File: config.mk
export PLATFORM = sky130hd
export DESIGN_NAME = tl_rx_fc_overflow_tracker
export DESIGN_NICKNAME = d
export VERILOG_FILES = /design/src/rtl/tl_rx_fc_overflow_tracker.sv
export SDC_FILE = /design/constraint.sdc
export NUM_CORES = 1
export LEC_CHECK = 0
export ABC_AREA = 1
export BUFFER_PORTS_ARGS = -buffer_cell sky130_fd_sc_hd__buf_4
export CELL_PAD_IN_SITES_DETAIL_PLACEMENT = 1
export CELL_PAD_IN_SITES_GLOBAL_PLACEMENT = 2
export CORE_ASPECT_RATIO = 1.2
export CORE_MARGIN = 4
export CORE_UTILIZATION = 26
export CTS_CLUSTER_DIAMETER = 100
export CTS_CLUSTER_SIZE = 40
export DETAILED_ROUTE_END_ITERATION = 7
export PLACE_DENSITY_LB_ADDON = 0.1
export SLEW_MARGIN = 10
export SYNTH_ARGS = -nofsm -noshare
export SYNTH_HDL_FRONTEND = slang
export SYNTH_SLANG_ARGS = --single-unit
File: constraint.sdc
create_clock -name clk -period 4.25 [get_ports clk]
set_clock_uncertainty 0.15 [all_clocks]
set_input_delay 0.6375 -clock clk [delete_from_list [all_inputs] [get_ports clk]]
set_output_delay 0.6375 -clock clk [all_outputs]
set_load 0.02 [all_outputs]
File: src/rtl/tl_rx_fc_overflow_tracker.sv
// ---------------------------------------------------------------------------
// tl_rx_fc_overflow_tracker
//
// Receiver-side flow-control overflow tracker. For every received TLP header
// it works out the header and data credits the TLP consumes. It then checks
// them against the advertised limit of the TLP's FC class, using modular
// arithmetic. It also maintains the CREDITS_RECEIVED counters for each class.
//
// A TLP that overflows while checking is enabled is dropped, so its credits
// are not counted. It also raises a one-cycle error pulse and sets a sticky
// status that records the class of the first error.
//
// Ports
//   clk, rst              : clock, asynchronous active-high reset
//   tlp_valid             : one-cycle strobe, TLP header present
//   tlp_fc_type           : FC class (0 P, 1 NP, 2 CPL; >= NUM_FC reserved)
//   tlp_has_data          : TLP carries a payload
//   tlp_length_dw         : payload length in DW (0 means 2^PAYLOAD_LENGTH)
//   credit_limit_hdr/data : advertised limits, one field per class
//   inf_hdr/inf_data      : per-class infinite-credit flags
//   receiver_overflow_en  : error check enable
//   status_clear          : clears the sticky status
//   credits_rcv_hdr/data  : CREDITS_RECEIVED counters, one field per class
//   receiver_overflow_error : registered one-cycle error pulse
//   overflow_sticky       : latched error status
//   overflow_fc_type      : class of the first error since the last clear
// ---------------------------------------------------------------------------
module tl_rx_fc_overflow_tracker #(
   parameter int PAYLOAD_LENGTH  = 10,
   parameter int HDR_FIELD_SIZE  = 8,
   parameter int DATA_FIELD_SIZE = 12,
   parameter int NUM_FC          = 3
) (
   input  logic                                 clk,
   input  logic                                 rst,
   input  logic                                 tlp_valid,
   input  logic [1:0]                           tlp_fc_type,
   input  logic                                 tlp_has_data,
   input  logic [PAYLOAD_LENGTH-1:0]            tlp_length_dw,
   input  logic [NUM_FC*HDR_FIELD_SIZE-1:0]     credit_limit_hdr,
   input  logic [NUM_FC*DATA_FIELD_SIZE-1:0]    credit_limit_data,
   input  logic [NUM_FC-1:0]                    inf_hdr,
   input  logic [NUM_FC-1:0]                    inf_data,
   input  logic                                 receiver_overflow_en,
   input  logic                                 status_clear,
   output logic [NUM_FC*HDR_FIELD_SIZE-1:0]     credits_rcv_hdr,
   output logic [NUM_FC*DATA_FIELD_SIZE-1:0]    credits_rcv_data,
   output logic                                 receiver_overflow_error,
   output logic                                 overflow_sticky,
   output logic [1:0]                           overflow_fc_type
);
   localparam int N_H      = HDR_FIELD_SIZE;
   localparam int N_D      = DATA_FIELD_SIZE;
   // log2 of DW per data credit: 4, 16 or 64 DW for N_D 12, 14, 16
   localparam int CR_SHIFT = (N_D == 16) ? 6 : ((N_D == 14) ? 4 : 2);
   localparam int DW_W     = PAYLOAD_LENGTH + 2;
   localparam logic [2:0]     NUM_FC_L = 3'(NUM_FC);
   localparam logic [N_H-1:0] HALF_H   = {1'b1, {(N_H-1){1'b0}}};
   localparam logic [N_D-1:0] HALF_D   = {1'b1, {(N_D-1){1'b0}}};

   typedef enum logic {ST_CLEAN = 1'b0, ST_ERR = 1'b1} state_t;

   // Data credits needed by a TLP; a zero length field with data means the
   // maximum payload.
   function automatic logic [N_D-1:0] data_credits(
      input logic                      has_data,
      input logic [PAYLOAD_LENGTH-1:0] len
   );
      logic [DW_W-1:0] dw;
      logic [DW_W-1:0] rounded;
      if (len == '0) begin
         dw = {2'b01, {PAYLOAD_LENGTH{1'b0}}};
      end else begin
         dw = {2'b00, len};
      end
      rounded = (dw + DW_W'((1 << CR_SHIFT) - 1)) >> CR_SHIFT;
      if (has_data) begin
         return N_D'(rounded);
      end else begin
         return '0;
      end
   endfunction

   logic [NUM_FC-1:0][N_H-1:0] r_rcv_hdr;
   logic [NUM_FC-1:0][N_D-1:0] r_rcv_data;
   logic [NUM_FC-1:0][N_H-1:0] w_lim_hdr_a;
   logic [NUM_FC-1:0][N_D-1:0] w_lim_data_a;
   logic                       r_err;
   logic [1:0]                 r_fc_type;
   state_t                     r_state;
   state_t                     w_state_nxt;

   logic           w_accept;
   logic [N_H-1:0] w_cur_hdr;
   logic [N_D-1:0] w_cur_data;
   logic [N_H-1:0] w_lim_hdr;
   logic [N_D-1:0] w_lim_data;
   logic           w_inf_hdr;
   logic           w_inf_data;
   logic [N_D-1:0] w_req_data;
   logic [N_H-1:0] w_sum_hdr;
   logic [N_D-1:0] w_sum_data;
   logic [N_H-1:0] w_r_hdr;
   logic [N_D-1:0] w_r_data;
   logic           w_ovf_hdr;
   logic           w_ovf_data;
   logic           w_err;
   logic           w_upd;
   logic           w_load_cls;

   assign w_lim_hdr_a  = credit_limit_hdr;
   assign w_lim_data_a = credit_limit_data;

   assign w_accept   = tlp_valid && ({1'b0, tlp_fc_type} < NUM_FC_L);
   assign w_req_data = data_credits(tlp_has_data, tlp_length_dw);
   assign w_sum_hdr  = w_cur_hdr + {{(N_H-1){1'b0}}, 1'b1};
   assign w_sum_data = w_cur_data + w_req_data;
   assign w_r_hdr    = w_lim_hdr - w_sum_hdr;
   assign w_r_data   = w_lim_data - w_sum_data;
   // R equal to half the counter range is still within the window
   assign w_ovf_hdr  = !w_inf_hdr && (w_r_hdr > HALF_H);
   assign w_ovf_data = tlp_has_data && !w_inf_data && (w_r_data > HALF_D);
   assign w_err      = w_accept && (w_ovf_hdr || w_ovf_data) && receiver_overflow_en;
   assign w_upd      = w_accept && !w_err;
   assign w_load_cls = w_err && ((r_state == ST_CLEAN) || status_clear);

   // Select the counters, limits and infinite flags of the addressed class
   always_comb begin
      w_cur_hdr  = '0;
      w_cur_data = '0;
      w_lim_hdr  = '0;
      w_lim_data = '0;
      w_inf_hdr  = 1'b0;
      w_inf_data = 1'b0;
      for (int k = 0; k < NUM_FC; k++) begin
         if (tlp_fc_type == 2'(k)) begin
            w_cur_hdr  = r_rcv_hdr[k];
            w_cur_data = r_rcv_data[k];
            w_lim_hdr  = w_lim_hdr_a[k];
            w_lim_data = w_lim_data_a[k];
            w_inf_hdr  = inf_hdr[k];
            w_inf_data = inf_data[k];
         end else begin
            // other classes keep the current selection
         end
      end
   end

   // CREDITS_RECEIVED counters advance only for accepted, non-dropped TLPs
   always_ff @(posedge clk or posedge rst) begin
      if (rst) begin
         r_rcv_hdr  <= '0;
         r_rcv_data <= '0;
      end else begin
         for (int k = 0; k < NUM_FC; k++) begin
            if (w_upd && (tlp_fc_type == 2'(k))) begin
               r_rcv_hdr[k]  <= w_sum_hdr;
               r_rcv_data[k] <= w_sum_data;
            end
         end
      end
   end

   // Status FSM state, error pulse and first-error class
   always_ff @(posedge clk or posedge rst) begin
      if (rst) begin
         r_state   <= ST_CLEAN;
         r_err     <= 1'b0;
         r_fc_type <= 2'b00;
      end else begin
         r_state <= w_state_nxt;
         r_err   <= w_err;
         if (w_load_cls) begin
            r_fc_type <= tlp_fc_type;
         end
      end
   end

   // Status FSM next-state: a concurrent error wins over status_clear
   always_comb begin
      w_state_nxt = r_state;
      case (r_state)
         ST_CLEAN: begin
            if (w_err) begin
               w_state_nxt = ST_ERR;
            end else begin
               w_state_nxt = ST_CLEAN;
            end
         end
         ST_ERR: begin
            if (status_clear && !w_err) begin
               w_state_nxt = ST_CLEAN;
            end else begin
               w_state_nxt = ST_ERR;
            end
         end
         default: w_state_nxt = ST_CLEAN;
      endcase
   end

   assign credits_rcv_hdr         = r_rcv_hdr;
   assign credits_rcv_data        = r_rcv_data;
   assign receiver_overflow_error = r_err;
   assign overflow_sticky         = (r_state == ST_ERR);
   assign overflow_fc_type        = r_fc_type;

endmodule

* Yosys cells after proc, flatten, opt, wreduce, memory -nomap -nowiden
Cells that the tools add are included.
** Word-level totals
- Register bits after elaboration :: 64
- Bits in latches :: 0
- RAM bits :: 0
- ROM bits :: 0
- Bits of input ports :: 84
- Output and inout port bits :: 64
- Word-level logic and storage cells :: 62
- Memories kept :: 0
** Cells by class
- Add/sub/neg operators :: 5
- Multiply operators :: 0
- Div/mod/pow operators :: 0
- $lt $le $gt $ge :: 3
- Equality and inequality tests :: 2
- Shifts and indexed selects :: 0
- Multiplexer cells :: 23
- Bitwise gates (word level) :: 1
- Reduce and logical (&&, ||, !) cells :: 19
** Operators with widths (count)
- 12-bit 2-to-1 mux :: 6
- 8-bit 2-to-1 mux :: 6
- 12-bit adder :: 1
- 12-bit by 2-bit adder with 12-bit output (second input constant) :: 1
- 12-bit > comparator (second input constant) :: 1
- 1-bit logical AND :: 12
- 12-bit subtractor :: 1
- 11-bit 2-to-1 mux :: 1
- 10-bit logical NOT :: 1
- 10-bit 2-to-1 mux :: 1
- 8-bit by 1-bit adder with 8-bit output (second input constant) :: 1
- 8-bit > comparator (second input constant) :: 1
- 1-bit 2-to-1 mux :: 8
- 8-bit subtractor :: 1
- 1-bit logical NOT :: 3
- 2-bit by 1-bit equality test with 1-bit output (second input constant) :: 1
- 2-bit equality test (second input constant) :: 1
- 2-bit logical NOT :: 1
- 1-bit logical OR :: 2
- 2-bit less-than comparator (second input constant) :: 1
- 1-bit case mux with 2 select lines :: 1
- 1-bit inverter :: 1

* Logic depth before layout (Yosys ltp)
Gate-level depths: netlist of run 1.
- Depth after elaboration :: 15
- Depth in mapped cells :: 36
- Mapped depth without buffers :: 35

* Worst setup path after synthesis of run 1
No wires, ideal clock.
- Path type :: input to register
- Start :: input tlp_fc_type[0]
- End :: register r_rcv_data (netlist bit credits_rcv_data[4])
- Setup time :: 117 ps
- Arrival time :: 4747 ps
- Slack :: -764 ps
- Stages :: 31
- Buffers on the path :: 5
- Path through :: buf_6 > nor2_4 > buf_2 > buf_2 > nand2_1 > nand3_1 > ha_1 > inv_1 > fa_1 > o21ai_0 > a21oi_1 > o21ai_0 > a21oi_1 > o21bai_1 > xor2_1 > inv_1 > ha_1 > nand2_1 > inv_1 > a21oi_1 > nand3_1 > nand2_1 > nand2_1 > nand4_1 > nand2_1 > o21ai_2 > nand2_2 > buf_12 > buf_8 > nand4_1 > nand2_1
** Between the ends
- Longest elaborated chain between the ends :: 14
- Elaborated cells on any way between the ends :: 40
** RTL lines
- from (decl) :: line 37 : input logic [1:0] tlp_fc_type,
- 2-bit logical NOT :: line 136, 156
- 12-bit 2-to-1 mux / 8-bit 2-to-1 mux (equally long branches) (3 in series) :: line 136 : if (tlp_fc_type == 2'(k)) begin
- 12-bit adder / 8-bit by 1-bit adder with 8-bit output (equally long branches) :: line 117, 116
- 12-bit subtractor / 8-bit subtractor (equally long branches) :: line 119, 118
- 12-bit > comparator / 8-bit > comparator (equally long branches) :: line 122, 121
- 1-bit logical AND, on equally long branches :: line 122, 121
- 1-bit logical OR :: line 123 : assign w_err = w_accept && (w_ovf_hdr || w_ovf_data) && receiver_overflow_en;
- 1-bit logical AND (2 in series) :: line 123
- 1-bit logical NOT :: line 124 : assign w_upd = w_accept && !w_err;
- 1-bit logical AND :: line 124
- 1-bit logical AND :: line 156 : if (w_upd && (tlp_fc_type == 2'(k))) begin
- to (signal, indexed assignment) :: line 158 : r_rcv_data[k] <= w_sum_data;
- to (decl) :: line 85 : logic [NUM_FC-1:0][N_D-1:0] r_rcv_data;
Parallel ways exist; a longest one is shown, timed or not.
A chain may end at the register's enable or synchronous reset.

* Worst setup path after layout of run 1
- Start :: input tlp_length_dw[0]
- End :: register r_fc_type[0], in the netlist overflow_fc_type[0]
** Between the ends
- Longest elaborated chain between the ends :: 12
** RTL lines
- from (decl) :: line 39 : input logic [PAYLOAD_LENGTH-1:0] tlp_length_dw,
- 10-bit logical NOT :: line 71 : if (len == '0) begin
- 11-bit 2-to-1 mux * :: line 71
- 12-bit by 2-bit adder with 12-bit output * :: line 76 : rounded = (dw + DW_W'((1 << CR_SHIFT) - 1)) >> CR_SHIFT;
- 10-bit 2-to-1 mux * :: line 77 : if (has_data) begin
- 12-bit adder * :: line 117 : assign w_sum_data = w_cur_data + w_req_data;
- 12-bit subtractor * :: line 119 : assign w_r_data = w_lim_data - w_sum_data;
- 12-bit > comparator * :: line 122 : assign w_ovf_data = tlp_has_data && !w_inf_data && (w_r_data > HALF_D);
- 1-bit logical AND * :: line 122
- 1-bit logical OR * :: line 123
- 1-bit logical AND * (2 in series) :: line 123
- 1-bit logical AND * :: line 125 : assign w_load_cls = w_err && ((r_state == ST_CLEAN) || status_clear);
- to (signal assigned) :: line 174 : r_fc_type <= tlp_fc_type;
- to (decl) :: line 89 : logic [1:0] r_fc_type;
Every way passes the cells marked *; elsewhere a longest branch is shown, timed or not.

==> reports/summary.txt, run 1 <==
Boundary Pins - 148
Peak Freq - 0.2214 GHz
Worst R2R Setup Slack - 0.05 ns
First-pass GRT wire length - 40,480 microns
CP most frequent cell - inv_2
Synthesized flop and latch total - 64
Worst r2r dst - overflow_fc_type[0]
Register area share after synthesis - 29.39%
Clk sinks - 64
Overall Global Routing Usage - 21.96%
Layout net count - 1,193
Area leader, netlist - dfrtp_1
R2r worst-path depth - 26
Lkg Pwr - 0.004730 uW
Die area - 0.02335 sq mm
Placed cells - 1,305
Wirelength, routed - 26,450 microns
Initial antenna violation count - 0
Clock Path Buffers - 2
Status - finished with violations
Port Buf Inserts - 147
Layout cells sized above 1 - 40.02%
Number of enable flip-flop cells after synthesis - 0
Worst R2R Start - credits_rcv_data[0]
Ranking of synthesized cells by area - dfrtp_1, nand2_1, nand4_1, ha_1, inv_1
Worst ir drop on vdd - 0.0001863 V
Antenna cells - 0
Post-Synth Simple-Gate Area - 39.91%
Clock root buffer - clkbuf_16
Top cells by count, synth - nand2_1, inv_1, nand4_1
Post-DP HPWL - 19,760 microns
HP Class - reg2reg
Yosys top cell area share - 29.39%
Initial core utilization - 26.71%
Final instance area - 0.008857 sq mm
Final period utilization - 106.3%
RSZ-0062 raised after global routing - yes
Routed vias - 6,695
Most used DFF post-synth - dfrtp_1
Complex-gate fraction of the synthesized area - 9.529%
Worst path arrival time - 4.60 ns
Worst setup EP type - flop
ANT nets after route - 0
Worst Hold Depth - 2
Clk slew on worst S/H paths - 0.06 ns
Final Max Slew Viols - 0
Post-synthesis cell area - 0.005449 sq mm
Pin count of the biggest net entering global routing - 54
Hold_sp - credits_rcv_hdr[13]
Hold worst-path end - credits_rcv_hdr[13]
Die width - 140.2 microns
Library cells used by synthesis - 43
GRT Residual Overflow - 0
Rel. slew slack - 30.48%
Hold slack - 0.3615 ns
Drc violations - 0
Type of origin of the critical path - primary input
Core Box Area - 0.02040 sq mm
Synth Area in Adders - 7.761%
Final WS setup - -0.2671 ns
First DRT Iteration DRCs - 283
Post-DP Area - 0.007700 sq mm
Finished Layout Cells - 1,347
YS warnings - 0
Synth Area in XOR/XNOR - 2.411%
Post-Syn Area per Cell - 6.752 sq um
DRT Pass-1 Iters - 4
Dpl ws - -1.016 ns
TritonCTS clock tree - built
CP required - 4.33 ns
Routed vias/inst - 4.970
Share of synthesized registers carrying an async set or reset - 100.0%
RePlAce Congestion - 0.8798
Rows - 57
Setup TNS - -11.92 ns
Mapped Nets - 923
Worst skew pair latency - 0.35 ns
Max FO, Critical Path - 5
WL per Instance - 19.64 microns
Violated checks - setup timing
Crit Path Class - in2reg
Final setup viols - 64
Post-Syn Instances - 807
Critical Path Max Stage Delay - 0.37 ns
Worst slew pin tran - 1.041 ns
Largest family of logic cells by synthesized area - simple AND/OR/NAND/NOR gates
Most frequent cell after synthesis - nand2_1
Number of max-cap violations - 0
P per Cell Area - 478.6 mW/mm^2
Die height - 166.6 microns
CP max-delay cell - fa_2
Final Hold Fails - 0
Syn-to-layout area delta - 62.55%
H-tree depth - 3
Period minus WS final - 4.517 ns
Vias in the first global route - 7,164
CTS buffer count - 9
Post-synthesis mux area share - 0%
[sequential cells by signal (all words and copies together) (netlist names)]
register	flops
credits_rcv_data	36
credits_rcv_hdr	24
overflow_fc_type	2
overflow_sticky	1
receiver_overflow_error	1
[placed cells by master, fill, tap and decap left out, types with 6 or more instances in the layout]
cell type / n
buf_6: 10
buf_12: 11
nand3_1: 43
nor2_2: 7
nand2_4: 6
buf_4: 264
xor2_1: 9
nor2_4: 8
ha_1: 21
nor2_1: 44
inv_1: 67
a21oi_2: 8
ha_4: 7
nand2_1: 249
a21oi_1: 35
o22ai_1: 18
clkbuf_16: 12
nand4_1: 66
dfrtp_1: 64
inv_2: 13
nand3_2: 17
nand2_2: 26
[critical path: cells and delay by family]
| kind | cells | cell delay, ns |
|---|---|---|
| AO/OA/AOI/OAI | 7 | 1.05 |
| buffers and inverters | 8 | 0.65 |
| AND/OR/NAND/NOR | 11 | 1.20 |
| adder cells (fa/ha/maj) | 3 | 0.85 |
| XOR/XNOR | 1 | 0.20 |
[cells by family (layout without fill, tap and decap cells)]
kind of cell | after synthesis | count (layout)
AO/OA/AOI/OAI | 89 | 89
XOR/XNOR | 15 | 15
adder cells (fa/ha/maj) | 32 | 32
buffers and inverters | 123 | 397
flip-flops | 64 | 64
other | 1 | 1
AND/OR/NAND/NOR | 483 | 484
[area by class of cell]
class / instances / area (sq um)
well taps: 265 / 331.6
flip-flops and latches: 64 / 1602
multi-input cells: 621 / 3725
repair buffers: 297 / 2592
inverters: 84 / 324.1
fillers: 2562 / 11540
clock buffers: 10 / 239.0
clock inverters: 6 / 43.79
[routing by layer]
metal	track usage (%)	routed length, microns	up-vias	share of wire (%)
li1	-	-	3226	-
met1	25.77	10780	3317	41
met2	42.35	14570	128	55
met3	2.925	709	24	2.7
met4	4.046	390	0	1.5
met5	0	0	-	0
[through the flow]
stage,power (uW),util [%]
2_1_floorplan,2114,-
3_3_place_gp,3193,37.75
3_5_place_dp,3242,37.75
4_1_cts,4158,41.57
5_1_grt,4550,43.42
6_report,4239,43.42
[how the worst max path moves through the flow]
stage	start	endpoint	slack (ns)	cells after the start
after floorplan	tlp_fc_type[0]	credits_rcv_data[10]	-0.35	32
after global placement	tlp_length_dw[0]	credits_rcv_data[29]	-0.97	31
after detailed placement	tlp_length_dw[0]	credits_rcv_data[16]	-1.02	32
after CTS	tlp_length_dw[3]	credits_rcv_data[16]	-0.27	34
after global routing	tlp_length_dw[3]	credits_rcv_data[7]	-0.55	37
final	tlp_length_dw[0]	overflow_fc_type[0]	-0.27	30
[report_power, final]
part | leakage, uW | total [uW] | internal [uW] | switching [uW]
clock network | 0.000139 | 723 | 413 | 311
registers | 0.000835 | 963 | 784 | 179
logic | 0.00376 | 2550 | 1160 | 1400
[repair_timing]
action / 4_1_cts / 5_1_grt
hold buffers: 0 / 0
resized for setup: 62 / 69
buffers inserted: 8 / 13
endpoints found under the setup margin: 64 / 64
pin swaps: 18 / 33
gates cloned: 6 / 3
hold endpoints to repair: 0 / 0
(Power assumes the default switching activity.)
==> inputs of run 2 (changes only) <==
REMOVE_ABC_BUFFERS = 1   (was unset)
==> reports/summary.txt, run 2 (same netlist as run 1, synthesis figures left out) <==
Initial antenna violation count - 0
Max FO, Critical Path - 8
ANT nets after route - 0
Final setup viols - 63
Clk sinks - 64
Cts hold-fix bufs - 0
Rel. slew slack - 39.96%
Die width - 140.2 microns
P per Cell Area - 484.7 mW/mm^2
Lkg Pwr - 0.004867 uW
Clock Path Buffers - 2
Final Max Slew Viols - 0
Final Hold Fails - 0
Routed vias - 6,742
Pin count of the biggest net entering global routing - 44
Violated checks - setup timing
Vias in the first global route - 7,478
CP delay by family, top - simple AND/OR/NAND/NOR gates
First-pass GRT wire length - 40,710 microns
Type of origin of the critical path - primary input
CP most frequent cell - nand2_2
Boundary Pins - 148
Antenna cells - 0
Number of max-cap violations - 0
GR met1 Demand/Resource - 25.38%
GRT Residual Overflow - 0
RePlAce Congestion - 0.8255
Rows - 57
Worst skew pair latency - 0.35 ns
Setup TNS - -10.85 ns
Worst setup EP type - flop
Final instance area - 0.009415 sq mm
TritonCTS clock tree - built
Drc violations - 0
Clk slew on worst S/H paths - 0.06 ns
Die area - 0.02335 sq mm
Max reg flops - 36
Port Buf Inserts - 147
Syn-to-layout area delta - 72.79%
Final WS setup - -0.2024 ns
Worst path arrival time - 4.54 ns
H-tree depth - 3
Post-DP HPWL - 18,720 microns
Most common cell after layout, fill and taps aside - buf_4
Critical Path Max Stage Delay - 0.29 ns
Layout net count - 1,212
Layout cells sized above 1 - 49.50%
Clock root buffer - clkbuf_16
Met3 Usage GRT - 2.667%
Most frequent cells in the layout - buf_4, nand2_1, nand2_2
CTS buffer count - 9
Wirelength, routed - 25,960 microns
Peak Freq - 0.2246 GHz
Routed vias/inst - 4.936
CP max-delay cell - ha_4
Die height - 166.6 microns
RSZ-0062 raised after global routing - yes
Buffers and inverters on the worst path - 10
Status - finished with violations
Post-DP Area - 0.007687 sq mm
Worst slew pin tran - 0.8993 ns
Met2 GRT Util - 41.42%
Core Box Area - 0.02040 sq mm
Gr busiest metal - met2
First DRT Iteration DRCs - 181
CP required - 4.33 ns
HP Class - in2async
WL per Instance - 19.01 microns
Final period utilization - 104.8%
Crit Path Class - in2reg
DRT Pass-1 Iters - 4
Period minus WS final - 4.452 ns
Final core occ - 46.16%
Overall Global Routing Usage - 21.75%
Worst ir drop on vdd - 0.0002082 V
Initial core utilization - 26.71%
run 2: cell types whose count changed in the layout (fill, tap and decap cells not counted), sizes merged:
| cell | delta |
|---|---|
| clkinv | -4 |
| bufinv | +2 |
| nand2 | -1 |
| buf | +21 |
| clkbuf | -1 |
| clkinvlp | +1 |
| inv | +1 |
run 2: routing by layer:
metal	wire, microns	up-vias
li1	-	3277
met1	10460	3299
met2	14290	140
met3	783	26
met4	425	0
met5	0	-
run 2: path summary, 6_finish.rpt:
check / from / endpoint / slack [ns] / cells after the start
min in group clk: credits_rcv_data[11] / credits_rcv_data[11] / 0.36 / 2
max in group asynchronous: rst / credits_rcv_data[12] / 2.70 / 3
hold / removal: rst / credits_rcv_hdr[18] / 0.34 / 2
setup reg to reg: credits_rcv_data[14] / credits_rcv_hdr[11] / 0.07 / 31
hold reg to reg: credits_rcv_data[11] / credits_rcv_data[11] / 0.36 / 2
setup / recovery: tlp_length_dw[2] / credits_rcv_hdr[11] / -0.20 / 40
run 2: report_power, final:
part	total (uW)	internal [uW]	switching, uW
combinational	2760	1280	1480
sequential	976	784	192
clock	824	517	307
total	4560	2590	1980
run 2: layout make-up:
cell class	instances	area, sq um
inverter	84	322.8
timing repair buffer	317	2706
clock buffer	10	229.0
fill	2509	10980
sequential	64	1602
clock inverter	6	92.59
multi-input combinational	620	4131
tap	265	331.6
run 2: stage by stage:
stage          setup slack [ns]  instances  power (uW)  hold slack [ns]
2_1_floorplan            -1.951        768        2042           0.4525
3_3_place_gp             -1.244       1317        3179           0.3343
3_5_place_dp             -1.427       1317        3242           0.3417
4_1_cts                 -0.2605       1362        4454           0.3580
5_1_grt                 -0.5106       1366        4886           0.3909
6_report                -0.2024       1366        4564           0.3433
run 2: what timing repair did:
action	CTS	global route
pin swaps	51	34
setup endpoints to repair	64	64
hold endpoints to repair	0	0
resized for setup	176	90
setup buffers	23	3
cloned	6	2
